$ cat src/rtl/sc_stream_counter_if.sv
// sc_stream_counter_if
// Purpose: bundles the measurement handshake and result bus of the
//          stochastic-to-binary stream counter.
// Signals:
//   start    - request a measurement window
//   bit_a    - reference stochastic stream
//   bit_b    - stochastic stream under test
//   busy     - window is being accumulated
//   done     - one-cycle pulse, results updated
//   count_a  - ones in bit_a over the last completed window
//   count_b  - ones in bit_b over the last completed window
//   abs_err  - |count_a - count_b|
//   a_lt_b   - count_a < count_b
//   mismatch - cycles in the window where bit_a != bit_b
// Modports: master drives the request and streams, slave is the counter.
interface sc_stream_counter_if #(
  parameter int W = 8
);
  logic         start;
  logic         bit_a;
  logic         bit_b;
  logic         busy;
  logic         done;
  logic [W-1:0] count_a;
  logic [W-1:0] count_b;
  logic [W-1:0] abs_err;
  logic         a_lt_b;
  logic [W-1:0] mismatch;

  modport master (
    output start, bit_a, bit_b,
    input  busy, done, count_a, count_b, abs_err, a_lt_b, mismatch
  );

  modport slave (
    input  start, bit_a, bit_b,
    output busy, done, count_a, count_b, abs_err, a_lt_b, mismatch
  );
endinterface

$ cat src/rtl/sc_stream_counter.sv
// sc_stream_counter
// Purpose: counts the ones of a reference and a test stochastic bitstream
//          over a fixed window of WINDOW clock cycles and reports both
//          counts, their absolute difference, their ordering and the number
//          of cycles on which the streams disagreed.
// Ports:
//   clk   - system clock, rising edge
//   reset - asynchronous, active-high; clears state and all outputs
//   bus   - sc_stream_counter_if.slave (start/bit_a/bit_b in, results out)
//
// state | meaning
// IDLE  | waiting for start; results hold the last completed window
// ACCUM | sampling bit_a/bit_b once per edge until WINDOW samples are taken
module sc_stream_counter #(
  parameter int WINDOW = 15,
  parameter int W      = 8
) (
  input  logic                clk,
  input  logic                reset,
  sc_stream_counter_if.slave  bus
);

  typedef enum logic {IDLE, ACCUM} state_t;

  // Sample counter value on the edge that takes the final sample.
  localparam logic [W-1:0] LAST = W'(WINDOW - 1);

  state_t       state;
  logic [W-1:0] cnt;
  logic [W-1:0] acc_a;
  logic [W-1:0] acc_b;
  logic [W-1:0] acc_m;

  logic         busy_r;
  logic         done_r;
  logic [W-1:0] count_a_r;
  logic [W-1:0] count_b_r;
  logic [W-1:0] abs_err_r;
  logic         a_lt_b_r;
  logic [W-1:0] mismatch_r;

  // Sums including the sample taken on the current edge; on the final edge
  // these are what gets published, so the last sample is never lost.
  logic [W-1:0] sum_a;
  logic [W-1:0] sum_b;
  logic [W-1:0] sum_m;
  logic [W-1:0] diff;

  always_comb begin
    sum_a = acc_a + {{(W-1){1'b0}}, bus.bit_a};
    sum_b = acc_b + {{(W-1){1'b0}}, bus.bit_b};
    sum_m = acc_m + {{(W-1){1'b0}}, bus.bit_a ^ bus.bit_b};
    diff  = (sum_a >= sum_b) ? (sum_a - sum_b) : (sum_b - sum_a);
  end

  always_ff @(posedge clk or posedge reset) begin
    if (reset) begin
      state      <= IDLE;
      cnt        <= '0;
      acc_a      <= '0;
      acc_b      <= '0;
      acc_m      <= '0;
      busy_r     <= 1'b0;
      done_r     <= 1'b0;
      count_a_r  <= '0;
      count_b_r  <= '0;
      abs_err_r  <= '0;
      a_lt_b_r   <= 1'b0;
      mismatch_r <= '0;
    end else begin
      done_r <= 1'b0;
      case (state)
        IDLE: begin
          // The accepting edge only arms the window; streams are not sampled.
          if (bus.start) begin
            state  <= ACCUM;
            busy_r <= 1'b1;
            cnt    <= '0;
            acc_a  <= '0;
            acc_b  <= '0;
            acc_m  <= '0;
          end
        end
        ACCUM: begin
          acc_a <= sum_a;
          acc_b <= sum_b;
          acc_m <= sum_m;
          cnt   <= cnt + 1'b1;
          if (cnt == LAST) begin
            state      <= IDLE;
            busy_r     <= 1'b0;
            done_r     <= 1'b1;
            count_a_r  <= sum_a;
            count_b_r  <= sum_b;
            abs_err_r  <= diff;
            a_lt_b_r   <= (sum_a < sum_b);
            mismatch_r <= sum_m;
          end
        end
        default: state <= IDLE;
      endcase
    end
  end

  assign bus.busy     = busy_r;
  assign bus.done     = done_r;
  assign bus.count_a  = count_a_r;
  assign bus.count_b  = count_b_r;
  assign bus.abs_err  = abs_err_r;
  assign bus.a_lt_b   = a_lt_b_r;
  assign bus.mismatch = mismatch_r;

endmodule

$ cat src/flat_wrapper.sv
// flat-port wrapper written by rule: the top's interface ports become plain ports
module sc_stream_counter_flat 
#(
  parameter int WINDOW = 15,
  parameter int W      = 8
)
  (clk, reset, bus_start, bus_bit_a, bus_bit_b, bus_busy, bus_done, bus_count_a, bus_count_b, bus_abs_err, bus_a_lt_b, bus_mismatch);
  sc_stream_counter_if #(.W(W)) bus_i ();
  input  logic clk;
  input  logic reset;
  input wire logic [$bits(bus_i.start)-1:0] bus_start;
  input wire logic [$bits(bus_i.bit_a)-1:0] bus_bit_a;
  input wire logic [$bits(bus_i.bit_b)-1:0] bus_bit_b;
  output wire logic [$bits(bus_i.busy)-1:0] bus_busy;
  output wire logic [$bits(bus_i.done)-1:0] bus_done;
  output wire logic [$bits(bus_i.count_a)-1:0] bus_count_a;
  output wire logic [$bits(bus_i.count_b)-1:0] bus_count_b;
  output wire logic [$bits(bus_i.abs_err)-1:0] bus_abs_err;
  output wire logic [$bits(bus_i.a_lt_b)-1:0] bus_a_lt_b;
  output wire logic [$bits(bus_i.mismatch)-1:0] bus_mismatch;
  assign bus_i.start = bus_start;
  assign bus_i.bit_a = bus_bit_a;
  assign bus_i.bit_b = bus_bit_b;
  assign bus_busy = bus_i.busy;
  assign bus_done = bus_i.done;
  assign bus_count_a = bus_i.count_a;
  assign bus_count_b = bus_i.count_b;
  assign bus_abs_err = bus_i.abs_err;
  assign bus_a_lt_b = bus_i.a_lt_b;
  assign bus_mismatch = bus_i.mismatch;
  sc_stream_counter #(.WINDOW(WINDOW), .W(W)) u_core (.clk(clk), .reset(reset), .bus(bus_i));
endmodule
$ cat config.mk
export PLATFORM = sky130hd
export DESIGN_NAME = sc_stream_counter_flat
export DESIGN_NICKNAME = d
export VERILOG_FILES = /design/src/rtl/sc_stream_counter_if.sv /design/src/rtl/sc_stream_counter.sv /design/src/flat_wrapper.sv
export SDC_FILE = /design/constraint.sdc
export NUM_CORES = 1
export LEC_CHECK = 0
export ABC_AREA = 1
export CAP_MARGIN = 10
export CORE_ASPECT_RATIO = 1.1
export CORE_MARGIN = 8
export CORE_UTILIZATION = 25
export DETAILED_ROUTE_END_ITERATION = 12
export PLACE_DENSITY_LB_ADDON = 0.2
export SETUP_SLACK_MARGIN = 0.3
export SLEW_MARGIN = 10
export SYNTH_ARGS = -nofsm -noshare
export SYNTH_HDL_FRONTEND = slang
export SYNTH_SLANG_ARGS = --single-unit
$ cat constraint.sdc
create_clock -name clk -period 2.7 [get_ports clk]
set_input_delay 0.54 -clock clk [delete_from_list [all_inputs] [get_ports clk]]
set_output_delay 0.54 -clock clk [all_outputs]
set_load 0.01 [all_outputs]
==> flow_summary.yaml <==
run_status:
  status: "completed"
layout:
  nNetsFinal: 605
  drive_gt1_share_pct: 25.3
  syn_to_final_growth_pct: 44.8
  num_antenna_cells: 0
route:
  ant_nets: 0
  drc_errors: 0
  avgViaCountPerCell: 4.34
  dr.pass1.iters: 4
  vias: 3385
  dr.first_iter.drc_count: 137
  wl_per_cell_um: 12.9
  wirelength_mm: 10.0
power:
  p_leak_nw: 2.72
  p_per_area_nw_per_um2: 1540
  total_power_mw: 8.54
  vdd_drop_max_v: 0.000513
worst_setup_path:
  cp_cell_sequence: "ha_4 -> ha_4 -> nand2_4 -> inv_2 -> nand2_1 -> nand2_1 -> nand2_1 -> ha_4 -> nand2_2 -> nor2_1 -> a211oi_2 -> nand2_2 -> nor2_4 -> nand2_1 -> nand3_2 -> nand2_1"
  cp_max_fo: 7
  reg2reg_from: "u_core.acc_a[0]"
  crit_required_ps: 2930
  critPathMostFrequentCell: "nand2_1"
  crit_arrival_ps: 2630
  crit_path_start: "u_core.acc_a[0]"
  cpMaxStageDelayCell: "dfrtp_1"
  slowest_delay_ps: 410
  critPathLaunchType: "register"
  worst-setup-path-type: "reg -> reg"
  end_kind: "register"
yosys:
  synth_top_cell_by_area: "dfrtp_1"
  ys_warn_count: 0
  synth_seq_cells: 68
  synthFlopType: "dfrtp_1"
  ys_seq_area_share_pct: 44.4
  netlist_instances: 472
  synth_cell_types: 33
  syn-num-nets: 498
  syn_area_per_cell_um2: 8.12
  ys_top_cells_by_area: "dfrtp_1, nand2_1, ha_1"
  synth-edff-count: 0
  syn-cell-area_um2: 3830
  netlist.area_leader.share_pct: 44.4
  async_flop_share_pct: 100
sta:
  period_needed_ps: 2400
  timing.fmax_ghz: 0.416
  rsz0062_at_grt: "true"
  skew_ps: 7.69
  drv_slew: 0
  tns_ps: 0
  min_period_over_period_pct: 89.1
  slew_headroom_pct: 59.9
  fin_ws_ps: 296
  tightest_slew_ps: 600
  setup_viol: 0
  final_hold_viol_count: 0
hold_path:
  holdCritStartpoint: "u_core.bus.busy"
  min_path_type: "reg -> reg"
floorplanning:
  die_y_um: 146
  initial_core_util_pct: 25.5
  num_rows: 47
  die_w_um: 134
  core_um2: 15100
  die_area_um2: 19600
  io_pins: 40
clock_network:
  cts_tree: "built"
  htreeDepth: 3
  clockBufferDepth: 2
  cts_buffers: 9
  clock_latency_ps: 340
  path_clk_slew_ps: 60
  cts_root_buf: "clkbuf_16"
  clock-sinks: 68
place:
  io_buffers: 39
  dp_hpwl_mm: 7.59
  preCtsSetupSlack_ps: -574
  routabilityCongestion: 0.859
grt:
  grtUsageTotal_pct: 11.0
  grt_pass1_wl_mm: 17.3
  grt_pass1_vias: 3475
  grt_start_max_net_pins: 45
  grt_overflow: 0
  antenna_found_initial: 0
job:
  max_cap_viol_count: 0
repair_timing:
action                     CTS  global route
buffers inserted             4             5
hold buffers                 0             0
pin swaps                   15            19
gates resized for setup     27            23
setup endpoints to repair    8             8
gates cloned                 0             0
cells in the mapped netlist (2+ instances only):
library cell / n
a21oi_1: 8
ha_1: 19
xnor2_1: 5
xor2_1: 16
nand2_4: 2
clkinv_1: 2
dfrtp_1: 68
fa_1: 2
nor2_4: 2
nand3_2: 2
o21ai_0: 42
clkbuf_1: 8
nor2_2: 3
nand2_1: 156
nor2_1: 13
nor3_1: 3
o22ai_1: 15
buf_1: 2
nand3_1: 27
inv_2: 2
nand4_1: 4
xor2_2: 2
inv_1: 51
o21bai_1: 2
nand2_2: 8
layer usage:
metal	track usage, %	vias up	wire [µm]
met5	0	-	0
met1	13.6	1607	4730
met2	17.6	49	4710
li1	-	1715	-
met4	5.12	0	202
met3	2.56	14	392
final cells by class:
class	instances	area, µm²
flip-flops and latches	68	1700
inverters	55	206
clock buffers	9	225
fillers	1573	9500
repair buffers	107	938
multi-input cells	338	2130
clock inverters	7	98.8
well taps	196	245
stage by stage:
stage / hold slack (ps) / std cells / utilization [%] / cell area, µm²
floorplan: 441 / 472 / - / 3890
global placement: 460 / 755 / 33.0 / 4970
detailed placement: 470 / 755 / 33.0 / 4970
CTS: 479 / 775 / 36.0 / 5430
global route: 505 / 780 / 36.9 / 5550
finish: 477 / 780 / 36.9 / 5550
registers in the layout, indices dropped and copies added (netlist names):
signal / count
u_core.acc_a: 8
u_core.acc_b: 8
u_core.acc_m: 8
u_core.bus.abs_err: 8
u_core.bus.count_a: 8
u_core.bus.count_b: 8
u_core.bus.mismatch: 8
u_core.cnt: 8
u_core.bus.a_lt_b: 1
u_core.bus.busy: 1
u_core.bus.done: 1
u_core.state: 1
worst paths after layout:
kind	to	slack, ps	depth (start not counted)
worst max-delay path	u_core.bus.abs_err[1]	300	16
worst min-delay path	u_core.bus.busy	480	2
worst max register to register	u_core.bus.abs_err[1]	300	16
worst min register to register	u_core.bus.busy	480	2
max in group asynchronous	u_core.acc_b[0]	1560	3
min in group asynchronous	u_core.bus.mismatch[5]	600	2
kinds of logic (layout without fill, tap and decap cells):
kind of cell | count (synthesis) | in the layout | synth area share (%)
fa+ha+maj | 21 | 21 | 7.24
simple gates | 223 | 223 | 25.5
flops | 68 | 68 | 44.4
buf+inv | 66 | 178 | 6.56
compound gates | 70 | 70 | 9.95
xor+xnor | 24 | 24 | 6.36
worst max-delay path: cells and delay by family, from the launching register on:
family / cells / cell delay (ps)
and+or+nand+nor: 11 / 980
AOI/OAI and AO/OA: 1 / 230
DFF: 1 / 410
adders and majority gates: 3 / 590
buffers and inverters: 1 / 60
power by group:
group / leakage (nW) / switching (mW) / internal, mW / total [mW]
clock network: 0.156 / 0.473 / 0.814 / 1.29
logic: 1.77 / 2.75 / 2.55 / 5.30
registers: 0.787 / 0.424 / 1.53 / 1.95
cell usage in the layout (no fill, tap or decap), types with 3 or more instances in the layout:
master	synthesis	final
clkdlybuf4s50_1	0	37
a21oi_1	8	6
ha_4	0	9
xor2_1	16	11
xor2_2	2	7
nand4_1	4	4
dfrtp_1	68	66
ha_1	19	10
o22ai_1	15	15
inv_1	51	45
nor2_4	2	5
o21ai_0	42	41
buf_12	0	3
clkbuf_16	0	9
nor2_2	3	3
nor3_1	3	3
nand3_2	2	5
nor2_1	13	10
xnor2_1	5	5
nand3_1	27	22
nand2_1	156	152
nand2_4	2	4
buf_4	1	64
inv_2	2	8
nand2_2	8	10
(Power assumes the default switching activity.)
